**config.mk**
```make
export PLATFORM = sky130hd
export DESIGN_NAME = pc_sequencer
export DESIGN_NICKNAME = d
export VERILOG_FILES = /design/src/rtl/pc_seq_pkg.sv /design/src/rtl/pc_sequencer_sync2.sv /design/src/rtl/pc_sequencer.sv
export SDC_FILE = /design/constraint.sdc
export NUM_CORES = 1
export LEC_CHECK = 0
export BUFFER_PORTS_ARGS = -buffer_cell sky130_fd_sc_hd__buf_2
export CAP_MARGIN = 5
export CELL_PAD_IN_SITES_DETAIL_PLACEMENT = 1
export CELL_PAD_IN_SITES_GLOBAL_PLACEMENT = 2
export CORE_MARGIN = 8
export CORE_UTILIZATION = 28
export DETAILED_ROUTE_END_ITERATION = 16
export PLACE_DENSITY = 0.8
export SLEW_MARGIN = 0
export SYNTH_ARGS = -nofsm -noshare
export SYNTH_HDL_FRONTEND = slang
export SYNTH_SLANG_ARGS = --single-unit
```
**constraint.sdc**
```tcl
create_clock -name clk -period 5.3 [get_ports clk]
set_clock_uncertainty 0.1 [all_clocks]
set_input_delay 1.06 -clock clk [delete_from_list [all_inputs] [get_ports clk]]
set_output_delay 1.06 -clock clk [all_outputs]
set_load 0.02 [all_outputs]
```
**src/rtl/pc_seq_pkg.sv**
```systemverilog
// pc_seq_pkg: shared types for the PicoMIPS program-counter sequencer.
//   opcode_t  - 3-bit instruction class decoded in EXEC (4..6 are NOPs)
//   state_t   - sequencer FSM states
//   PSIZE_DEF - default PC width (program space of 2**PSIZE_DEF words)
package pc_seq_pkg;

  localparam int PSIZE_DEF = 6;

  typedef enum logic [2:0] {
    OP_ALU  = 3'd0,
    OP_BRA  = 3'd1,
    OP_BZ   = 3'd2,
    OP_WAIT = 3'd3,
    OP_HALT = 3'd7
  } opcode_t;

  typedef enum logic [2:0] {
    FETCH   = 3'd0,
    EXEC    = 3'd1,
    WAIT_HI = 3'd2,
    WAIT_LO = 3'd3,
    HALT    = 3'd4
  } state_t;

endpackage

```
**src/rtl/pc_sequencer_sync2.sv**
```systemverilog
// sync2: generic two-flop synchronizer with asynchronous active-high clear.
//   clk - destination clock
//   clr - asynchronous clear, both flops go to 0
//   d   - asynchronous input
//   q   - input resynchronized to clk, two cycles of latency
module sync2 #(
  parameter int WIDTH = 1
) (
  input  logic             clk,
  input  logic             clr,
  input  logic [WIDTH-1:0] d,
  output logic [WIDTH-1:0] q
);

  logic [WIDTH-1:0] meta;

  always_ff @(posedge clk or posedge clr) begin
    if (clr) begin
      meta <= '0;
      q    <= '0;
    end else begin
      meta <= d;
      q    <= meta;
    end
  end

endmodule

```
**src/rtl/pc_sequencer.sv**
```systemverilog
// pc_sequencer: multi-cycle control unit of the PicoMIPS core. Owns the PC
// and sequences fetch/execute, PC-relative branches, operator-switch input
// and halt.
//
// Ports:
//   clk        - system clock, rising edge
//   SW9        - asynchronous active-high reset
//   SW8        - operator handshake switch (asynchronous to clk)
//   opcode     - instruction class from the synchronous ROM, valid in EXEC
//   branch_off - two's-complement PC-relative offset
//   zero       - ALU zero flag, valid in EXEC
//   pc_out     - ROM address
//   reg_we     - register-file write strobe
//   in_sel     - selects switch data into the register-file write port
//   halted     - high while in HALT
//   state_dbg  - current FSM state (state_t encoding) for observation
//
// Build option: define SW8_SYNC_EN to pass SW8 through a two-flop
// synchronizer (2-cycle latency). Without it SW8 is used directly, which is
// only safe in simulation.
//
// Switch handshake: an OP_WAIT parks the sequencer in WAIT_HI until the
// switch reads 1; that single cycle strobes reg_we/in_sel. It then sits in
// WAIT_LO until the switch reads 0 before stepping the PC, so one press
// produces exactly one register write however long it is held.
module pc_sequencer
  import pc_seq_pkg::*;
#(
  parameter int Psize = PSIZE_DEF
) (
  input  logic             clk,
  input  logic             SW9,
  input  logic             SW8,
  input  logic [2:0]       opcode,
  input  logic [Psize-1:0] branch_off,
  input  logic             zero,
  output logic [Psize-1:0] pc_out,
  output logic             reg_we,
  output logic             in_sel,
  output logic             halted,
  output logic [2:0]       state_dbg
);

  localparam logic [Psize-1:0] ONE = {{(Psize-1){1'b0}}, 1'b1};

  logic sw8_s;

`ifdef SW8_SYNC_EN
  sync2 #(.WIDTH(1)) u_sw8_sync (
    .clk (clk),
    .clr (SW9),
    .d   (SW8),
    .q   (sw8_s)
  );
`else
  assign sw8_s = SW8;
`endif

  state_t           state;
  state_t           state_nx;
  logic [Psize-1:0] pc;
  logic [Psize-1:0] operand;
  logic [Psize-1:0] pc_sum;
  logic             pc_load;
  logic             step;

  // Next state, adder operand select and strobes. The single adder either
  // steps by one or applies the branch offset; wraparound is the natural
  // modulo-2**Psize behaviour of the adder.
  always_comb begin
    state_nx = state;
    step     = 1'b1;
    pc_load  = 1'b0;
    reg_we   = 1'b0;
    in_sel   = 1'b0;

    case (state)
      FETCH: state_nx = EXEC;

      EXEC: begin
        state_nx = FETCH;
        pc_load  = 1'b1;
        case (opcode)
          OP_ALU:  reg_we = 1'b1;
          OP_BRA:  step = 1'b0;
          OP_BZ:   step = ~zero;
          OP_WAIT: begin
            pc_load  = 1'b0;
            state_nx = WAIT_HI;
          end
          OP_HALT: begin
            pc_load  = 1'b0;
            state_nx = HALT;
          end
          default: ; // 4..6: NOP, just step the PC
        endcase
      end

      WAIT_HI: begin
        if (sw8_s) begin
          reg_we   = 1'b1;
          in_sel   = 1'b1;
          state_nx = WAIT_LO;
        end
      end

      WAIT_LO: begin
        if (!sw8_s) begin
          pc_load  = 1'b1;
          state_nx = FETCH;
        end
      end

      HALT:    state_nx = HALT;

      default: state_nx = FETCH;
    endcase

    operand = step ? ONE : branch_off;
    pc_sum  = pc + operand;
  end

  always_ff @(posedge clk or posedge SW9) begin
    if (SW9) begin
      state <= FETCH;
      pc    <= '0;
    end else begin
      state <= state_nx;
      if (pc_load) pc <= pc_sum;
    end
  end

  assign pc_out    = pc;
  assign halted    = (state == HALT);
  assign state_dbg = state;

endmodule
```
---- Word-level counts from Yosys, hierarchy flattened ----
Index checks and enable logic that the tools add are counted.
operators by class
  equality and inequality tests ........... 10
  add/sub/neg operators ................... 1
  reductions and logical operators ........ 4
  bitwise logic cells ..................... 1
  muxes and demuxes ....................... 14
operators with widths
  kind                                                                   count
  3-bit one-hot mux with 5 select lines                                  1
  3-bit by 2-bit equality test with 1-bit output, second input constant  4
  6-bit adder                                                            1
  3-bit by 1-bit equality test with 1-bit output, second input constant  2
  3-bit equality test, second input constant                             2
  3-bit zero test                                                        2
  1-bit 2-to-1 mux                                                       6
  3-bit 2-to-1 mux                                                       2
  6-bit 2-to-1 mux                                                       1
  1-bit one-hot mux with 2 select lines                                  3
  3-bit one-hot mux with 2 select lines                                  1
  2-bit inequality test, second input constant                           2
  2-bit AND reduction                                                    1
  2-bit OR reduction                                                     1
  1-bit NOT                                                              1
storage, ports and cells
  bits of input ports ..................... 13
  flip-flop bits (word level) ............. 9
  output and inout bits ................... 12

---- Longest topological paths before layout ----
  depth in word-level cells ............... 5
  mapped depth ............................ 11
  depth with buffers taken out ............ 11

---- Worst setup path after synthesis ----
No wires, ideal clock.
  path kind ............................... input to output
  from .................................... in SW8
  to ...................................... out reg_we
  cell stages on the path ................. 3
  path slack .............................. 2.201 ns
  arrival ................................. 1.939 ns
  cells stage by stage .................... nand2_1 nor3_1 a31o_2
on the way
  cells in the longest elaborated chain, start to end .. 2
ends and longest elaborated chain
  what                                   RTL line             source
  from (decl)                            pc_sequencer.sv:33   input logic SW8,
  1-bit 2-to-1 mux                       pc_sequencer.sv:100  if (sw8_s) begin
  1-bit one-hot mux with 2 select lines  pc_sequencer.sv:77   case (state)
  to (decl)                              pc_sequencer.sv:38   output logic reg_we,
No other way between the ends.

---- Final worst setup path ----
  from .................................... in opcode[1]
  to ...................................... reg pc[5], in the netlist pc_out[5]
on the way
  cells in the longest elaborated chain, start to end .. 5
ends and longest elaborated chain
  what                                                                                                              RTL line             source
  from (decl)                                                                                                       pc_sequencer.sv:34   input logic [2:0] opcode,
  3-bit by 2-bit equality test with 1-bit output or 3-bit by 1-bit equality test with 1-bit output (tied branches)  pc_sequencer.sv:83   case (opcode)
  1-bit one-hot mux with 2 select lines                                                                             pc_sequencer.sv:83
  1-bit 2-to-1 mux                                                                                                  pc_sequencer.sv:77
  6-bit 2-to-1 mux                                                                                                  pc_sequencer.sv:119  operand = step ? ONE : branch_off;
  6-bit adder                                                                                                       pc_sequencer.sv:120  pc_sum = pc + operand;
  to (signal assigned)                                                                                              pc_sequencer.sv:129  if (pc_load) pc <= pc_sum;
  to (decl)                                                                                                         pc_sequencer.sv:61   logic [Psize-1:0] pc;
Several ways; a longest one is shown, not always the timed one.
A chain may end at the register's enable or synchronous reset.

==> results.yml <==
outcome:
  outcome: "finished, final reports clean"
cts:
  holdBufCountCts: 0
  cts_tree: "built"
  path_clk_slew_ps: 60
  numCtsBuffers: 3
  cts_setup_buffers: 0
  ctsResizeCount: 0
  htree_levels: 1
  clockBufferDepth: 2
  clock-sinks: 9
  root_buffer: "clkbuf_4"
  clk_latency_ps: 270
logic_synthesis:
  synth_top_cell_by_area: "dfrtp_1"
  synthTopCellsByArea: "dfrtp_1 35%, ha_1 9.7%, xor2_1 5.4%"
  synthArstFlopShare_pct: 100
  synth_top_flop_cell: "dfrtp_1"
  synthTopCellsByCount: "9 x dfrtp_1, 9 x nand2_1, 7 x inv_1, 6 x a21oi_1"
  synth_top_area_share_pct: 35.0
  syn-num-nets: 90
  synth_cells: 71
  synth-seq-cells: 9
  ys_seq_area_share_pct: 35.0
  synth_area_um2: 643
  synth_cell_type_count: 26
  avgSynthCellArea_um2: 9.06
  synth.yosys.warnings: 0
  synth_edf_count: 0
hold_path:
  min_path_type: "flop to flop"
timing:
  hold_ws_ps: 365
  worst_slew_pin_slew_ps: 450
  setup_tns_ps: 0
  finalCriticalPeriod_ps: 2970
  setup_viol: 0
  grt_setup_unrepaired: "no"
  final.period_utilization_pct: 56.1
  finalHoldViolCount: 0
  drv_slew: 0
  max_slew_margin_pct: 69.9
  max_freq_mhz: 336
route:
  drcViolationCount: 0
  avgRoutedWirePerCell_um: 13.8
  routed_wl_mm: 1.75
  drt_pass1_iterations: 4
  drt_iter0_drc: 10
  num_vias: 587
  drtAntennaViolNets: 0
  routed_via_density: 4.62
worst_setup_path:
  start_kind: "input port"
  arrival_ps: 3060
  critPathSlowestCell: "ha_1"
  r2r_slack_ps: 2800
  cp_cell_sequence: "buf_2, and3b_1, o211a_4, nand2_1, inv_1, ha_1, a211oi_1, o21bai_1, a21oi_1, mux2i_1, xor2_1"
  crit_type: "input port to flop"
  cpPeakStageDelay_ps: 280
  worstPathRequired_ps: 5390
  cp_max_fo: 7
  end_kind: "flop"
floorplan:
  fp.dieArea_um2: 4090
  fp.dieH_um: 63.9
  row_count: 17
  start_util_pct: 29.4
  io_pins: 25
  coreArea_um2: 2190
  die_w_um: 63.9
global_route:
  grt_pass1_wl_mm: 2.82
  grt_pass1_vias: 612
  track_usage_pct: 8.97
  grt_max_degree: 11
  gr-total-overflow: 0
  antenna_found_initial: 0
layout:
  drive_above_1_share_pct: 31.3
  syn2layout_area_growth_pct: 28.2
  antenna_cells: 0
  nets: 119
placement:
  gp_routability_congestion: 0.731
  hpwl_mm: 1.41
  io_buffers: 24
pwr:
  power.leakage_nw: 0.463
  power_density_nw_per_um2: 512
  ir_worst_vdd_uv: 180
  p_total_w: 0.000422
job:
  maxCapViolCount: 0
[worst max-delay path, delay by kind of cell]
| kind | cells | cell delay, ps |
|---|---|---|
| multiplexers | 1 | 230 |
| adder cells (fa/ha/maj) | 1 | 280 |
| XOR/XNOR | 1 | 160 |
| AND/OR/NAND/NOR | 2 | 300 |
| buffers and inverters | 2 | 190 |
| AO/OA/AOI/OAI | 4 | 840 |
[per-stage QoR]
stage                     worst slack [ps]  instance area [µm²]  cells  utilization, %
final                                 2330                  825    127            37.6
after global routing                  2130                  825    127            37.6
after CTS                             2310                  825    127            37.6
after detailed placement              2060                  798    123            36.4
after global placement                2090                  798    123            36.4
after floorplan                       2200                  643     71               -
[routing by layer]
metal,up-vias,wire length (µm),track usage (%)
li1,299,-,-
met1,264,823,10.1
met2,19,727,13.3
met3,5,150,4.18
met4,0,47,5.85
met5,-,0,0
[cell families after synthesis]
group	share of synthesized area [%]
simple gates	18.1
fa+ha+maj	12.8
xor+xnor	5.45
buf+inv	4.09
mux	3.31
compound gates	21.2
flops	35.0
[state kept, by name, indices dropped and copies added (netlist names)]
signal	flops
pc_out	6
state_dbg	3
[cells in the final DEF, fill, tap and decap left out, types with 2 or more instances in the layout]
| cell | n |
|---|---|
| clkbuf_4 | 3 |
| a21oi_1 | 6 |
| a21o_1 | 3 |
| inv_1 | 7 |
| dfrtp_1 | 9 |
| xor2_1 | 4 |
| nor2_1 | 3 |
| nand4_1 | 2 |
| and2_1 | 3 |
| nand2_1 | 9 |
| ha_1 | 5 |
| o21ai_0 | 5 |
| buf_2 | 24 |
[final timing paths]
path	endpoint	depth (start not counted)	start
max	pc_out[5]	11	opcode[1]
min	pc_out[5]	1	pc_out[5]
max reg2reg	pc_out[5]	10	state_dbg[2]
min reg2reg	pc_out[5]	1	pc_out[5]
max in group asynchronous	state_dbg[0]	2	SW9
min in group asynchronous	pc_out[4]	2	SW9
[layout make-up]
| cell class | instances | area, µm² |
|---|---|---|
| sequential | 9 | 225 |
| timing repair buffer | 24 | 120 |
| fill | 291 | 1370 |
| clock buffer | 4 | 26.3 |
| multi-input combinational | 55 | 392 |
| inverter | 7 | 26.3 |
| tap | 28 | 35.0 |
[where the power goes]
group / switching, W / internal, W / total (W)
Clock: 0.0000265 / 0.0000291 / 0.0000556
Combinational: 0.000143 / 0.0000933 / 0.000236
Sequential: 0.0000309 / 0.0000996 / 0.000131
(Power assumes the default switching activity.)
